<file path="config.mk">
export PLATFORM = sky130hd
export DESIGN_NAME = univ_shift_reg
export DESIGN_NICKNAME = d
export VERILOG_FILES = /design/src/rtl/univ_shift_reg.sv
export SDC_FILE = /design/constraint.sdc
export NUM_CORES = 1
export LEC_CHECK = 0
export BUFFER_PORTS_ARGS = -buffer_cell sky130_fd_sc_hd__buf_2
export CAP_MARGIN = 30
export CORE_ASPECT_RATIO = 0.5
export CORE_UTILIZATION = 35
export DETAILED_ROUTE_END_ITERATION = 10
export PLACE_DENSITY = 0.6
export SLEW_MARGIN = 20
export SYNTH_ARGS = -nofsm -noshare
export SYNTH_HDL_FRONTEND = slang
export SYNTH_SLANG_ARGS = --single-unit
</file>
<file path="constraint.sdc">
create_clock -name clk -period 1.7 [get_ports clk]
set_input_delay 0.34 -clock clk [delete_from_list [all_inputs] [get_ports clk]]
set_output_delay 0.34 -clock clk [all_outputs]
set_load 0.005 [all_outputs]
</file>
<file path="src/rtl/univ_shift_reg.sv">
// Universal shift register: parallel load, single-step shifts and a multi-step
// shift engine (logical / rotate / arithmetic) with busy/done handshake.
module univ_shift_reg #(
    parameter int unsigned WIDTH = 8,
    parameter int unsigned AW    = 4
) (
    input  logic             clk,
    input  logic             rst,
    input  logic             ld,
    input  logic             sr,
    input  logic             sl,
    input  logic [WIDTH-1:0] d_in,
    input  logic [1:0]       mode,
    input  logic             ser_in,
    input  logic             start,
    input  logic             dir,
    input  logic [AW-1:0]    amt,
    output logic [WIDTH-1:0] q,
    output logic             ser_out,
    output logic             busy,
    output logic             done
);

    localparam logic [1:0] MODE_ROT   = 2'b01;
    localparam logic [1:0] MODE_ARITH = 2'b10;

    typedef enum logic {
        IDLE  = 1'b0,
        SHIFT = 1'b1
    } state_e;

    state_e           state_q;
    logic [AW-1:0]    count_q;
    logic [1:0]       mode_q;
    logic             dir_q;
    logic [WIDTH-1:0] q_q;
    logic             ser_q;
    logic             busy_q;
    logic             done_q;

    logic             step_left_c;
    logic [1:0]       step_mode_c;
    logic [WIDTH-1:0] q_d;
    logic             ser_d;

    // One-step result: latched dir/mode while shifting, live controls when idle (sr beats sl)
    always_comb begin
        step_left_c = (state_q == SHIFT) ? dir_q : ~sr;
        step_mode_c = (state_q == SHIFT) ? mode_q : mode;
        q_d         = q_q;
        ser_d       = ser_q;
        if (step_left_c) begin
            ser_d = q_q[WIDTH-1];
            case (step_mode_c)
                MODE_ROT:   q_d = {q_q[WIDTH-2:0], q_q[WIDTH-1]};
                MODE_ARITH: q_d = {q_q[WIDTH-2:0], 1'b0};
                default:    q_d = {q_q[WIDTH-2:0], ser_in};
            endcase
        end else begin
            ser_d = q_q[0];
            case (step_mode_c)
                MODE_ROT:   q_d = {q_q[0], q_q[WIDTH-1:1]};
                MODE_ARITH: q_d = {q_q[WIDTH-1], q_q[WIDTH-1:1]};
                default:    q_d = {ser_in, q_q[WIDTH-1:1]};
            endcase
        end
    end

    always_ff @(posedge clk) begin
        if (rst) begin
            state_q <= IDLE;
            count_q <= '0;
            mode_q  <= '0;
            dir_q   <= 1'b0;
            q_q     <= '0;
            ser_q   <= 1'b0;
            busy_q  <= 1'b0;
            done_q  <= 1'b0;
        end else if (ld) begin
            state_q <= IDLE;
            count_q <= '0;
            q_q     <= d_in;
            busy_q  <= 1'b0;
            done_q  <= 1'b0;
        end else begin
            done_q <= 1'b0;
            if (state_q == SHIFT) begin
                q_q   <= q_d;
                ser_q <= ser_d;
                if (count_q == AW'(1)) begin
                    state_q <= IDLE;
                    count_q <= '0;
                    busy_q  <= 1'b0;
                    done_q  <= 1'b1;
                end else begin
                    count_q <= count_q - AW'(1);
                end
            end else if (start) begin
                // Zero-length request completes immediately with a lone done pulse
                if (amt == '0) begin
                    done_q <= 1'b1;
                end else begin
                    state_q <= SHIFT;
                    count_q <= amt;
                    mode_q  <= mode;
                    dir_q   <= dir;
                    busy_q  <= 1'b1;
                end
            end else if (sr || sl) begin
                q_q   <= q_d;
                ser_q <= ser_d;
            end
        end
    end

    assign q       = q_q;
    assign ser_out = ser_q;
    assign busy    = busy_q;
    assign done    = done_q;

endmodule

</file>
==> flow_summary.json <==
{
  "hold_viol_final": 0,
  "ys_warn_count": 0,
  "min_path_type": "input port to flip-flop",
  "track_usage_pct": 15.1,
  "fin_setup_tns_ns": 0,
  "fmax_mhz": 621,
  "whs_path_depth": 3,
  "synth_cell_types": 38,
  "ctsHoldBuffers": 0,
  "fp-row-count": 14,
  "synth_seq_cells": 19,
  "grt_pass1_wl_microns": 4220,
  "rsz0062_at_grt": "no",
  "clkTransAtPathRegs_ns": 0.07,
  "grt.overflow.total": 0,
  "cp.required_ns": 1.88,
  "clk_latency_ns": 0.26,
  "diodes": 0,
  "core_area_sq_mm": 0.00307,
  "top_layer": "met3",
  "die-area_sq_mm": 0.00352,
  "synth_top_family_by_area": "compound AO/OA/AOI/OAI gates",
  "p_leak_nw": 0.612,
  "synth_common_cells": "19 x dfxtp_1, 9 x a21oi_1",
  "arrival_ns": 1.78,
  "critPathLaunchType": "flip-flop",
  "worstMarginPinSlew_ns": 0.711,
  "wl_met2_microns": 1160,
  "synth_top_flop_cell": "dfxtp_1",
  "status": "completed",
  "cts_tree": "yes",
  "synth_edf_count": 0,
  "slew_headroom_pct": 52.4,
  "firstDrtPassIters": 4,
  "path_max_fanout": 3,
  "die_h_microns": 42.4,
  "hpwlAfterDp_microns": 1880,
  "maxCapViolCount": 0,
  "reg2regPathDepth": 6,
  "num_vias": 1050,
  "layout_min_cycle_time_ns": 1.61,
  "area_delta_synth_final_pct": 25.5,
  "syn-cell-area_sq_mm": 0.00114,
  "synthArstFlopShare_pct": 0,
  "synth_nets": 155,
  "clkSinkCount": 19,
  "clock-root-buffer": "clkbuf_8",
  "grt_start_max_net_pins": 16,
  "ys_seq_area_share_pct": 33.2,
  "fp.dieW_microns": 82.9,
  "grt_pass1_vias": 962,
  "ioPinCount": 33,
  "worst_ir_drop_vdd_mv": 0.260,
  "synth_top_area_share_pct": 33.2,
  "io_buffers": 32,
  "power.density_mw_per_mm2": 730,
  "synth_area_leaders": "dfxtp_1 33%, mux2i_1 6.1%, a211oi_1 4.6%",
  "viasPerCell": 5.12,
  "finalCritPeriodShare_pct": 94.7,
  "report.final.slew_viol_count": 0,
  "met3_length_microns": 82,
  "wl_met1_microns": 1300,
  "critPathKind": "flip-flop to flip-flop",
  "synthXorXnorAreaFrac_pct": 0,
  "initial_core_util_pct": 37.3,
  "cts_max_path_buffers": 2,
  "finalSetupViolCount": 0,
  "endpoint_kind": "flip-flop",
  "synth_cells": 129,
  "nNetsFinal": 192,
  "synthAdderAreaFrac_pct": 4.37,
  "clock_skew_ns": 0.00244,
  "first_iter_violations": 41,
  "htree_levels": 1,
  "post_synth.cell_area_avg_sq_um": 8.87,
  "wirelength_microns": 2550,
  "drc_errors": 0,
  "wire_per_inst_microns": 12.4,
  "ant_nets": 0,
  "antenna_found_initial": 0,
  "synth_mux_area_share_pct": 6.12,
  "numCtsBuffers": 3,
  "drive_gt1_share_pct": 33.9,
  "gp_congestion": 0.798,
  "post-route-util_pct": 46.9,
  "yosysMostFrequentCell": "dfxtp_1",
  "synth_compound_area_share_pct": 30.3,
  "synth_simple_gate_area_share_pct": 20.3,
  "yosys.area.top_type": "dfxtp_1"
}
cells by family after synthesis:
group                    Yosys count
AND/OR/NAND/NOR                   36
adder cells (fa/ha/maj)            4
AO/OA/AOI/OAI                     48
flip-flops                        19
multiplexers                       7
buffers and inverters             15
cell type report:
cell class	instances	area, sq um
Clock buffer	4	45.0
Fill cell	300	1630
Inverter	8	30.0
Multi-Input combinational cell	95	714
Sequential cell	19	384
Tap cell	40	50.0
Timing Repair Buffer	39	213
through the flow:
step	std cells	setup slack (ns)	power (W)	hold slack, ns	cell area (sq um)
floorplan	129	0.0402	0.000648	0.442	1150
global placement	200	0.0711	0.000731	0.475	1370
detailed placement	200	0.000881	0.000733	0.487	1370
CTS	204	0.0146	0.00106	0.322	1410
global route	205	0.00865	0.00111	0.365	1440
finish	205	0.0907	0.00105	0.324	1440
metal layers:
| metal | GRT usage (%) | up-vias |
|---|---|---|
| met5 | 0 | - |
| met4 | 4.14 | 0 |
| met3 | 4.92 | 0 |
| met2 | 24.4 | 17 |
| met1 | 19.4 | 482 |
| li1 | - | 551 |
repair_timing:
action                                  4_1_cts  5_1_grt
setup buffers                                 0        1
gates resized for setup                       0        4
endpoints found under the setup margin        0        1
final timing paths:
kind	slack, ns	start	endpoint
worst max-delay path	0.09	state_q	q[7]
worst min-delay path	0.32	dir	dir_q
worst max register to register	0.09	state_q	q[7]
worst min register to register	0.50	ser_out	ser_out
power breakdown:
part,switching (W),total [W],internal [W]
Sequential,0.0000237,0.000495,0.000471
Clock,0.000152,0.000319,0.000167
Combinational,0.000119,0.000234,0.000115
registers in the layout (all words and copies together) (netlist names):
register and count:
busy 1, count_q 4, dir_q 1, done 1, mode_q 2, q 8
ser_out 1, state_q 1
cells in the final DEF, fill, tap and decap left out, drive strengths merged:
cell type  netlist  final
inv              8      8
and3             5      5
nor2b            5      5
clkbuf           4      4
a211o            1      1
or3              1      1
a22oi            5      5
nand3b           2      2
nor3b            1      1
nand2            3      3
or2              1      1
or2b             1      1
buf              3     39
o41ai            2      2
mux2i            7      7
o21bai           1      1
ha               4      4
nor3             4      4
nor4             1      1
a31oi            2      2
a21boi           4      4
a21oi           10     10
nor2             7      7
a211oi           8      8
nand2b           4      4
a311oi           1      1
dfxtp           19     19
and4bb           1      1
a221oi           4      4
o21ai            7      7
o211ai           1      1
a21o             2      2
critical path, cell delays in order, from the launching register on:
cell and delay (ns):
dfxtp_4 0.38, mux2i_4 0.23, inv_1 0.06, ha_1 0.22
mux2i_1 0.13, a211o_1 0.31, a221oi_2 0.20
Power figures use the tool's default switching activity.
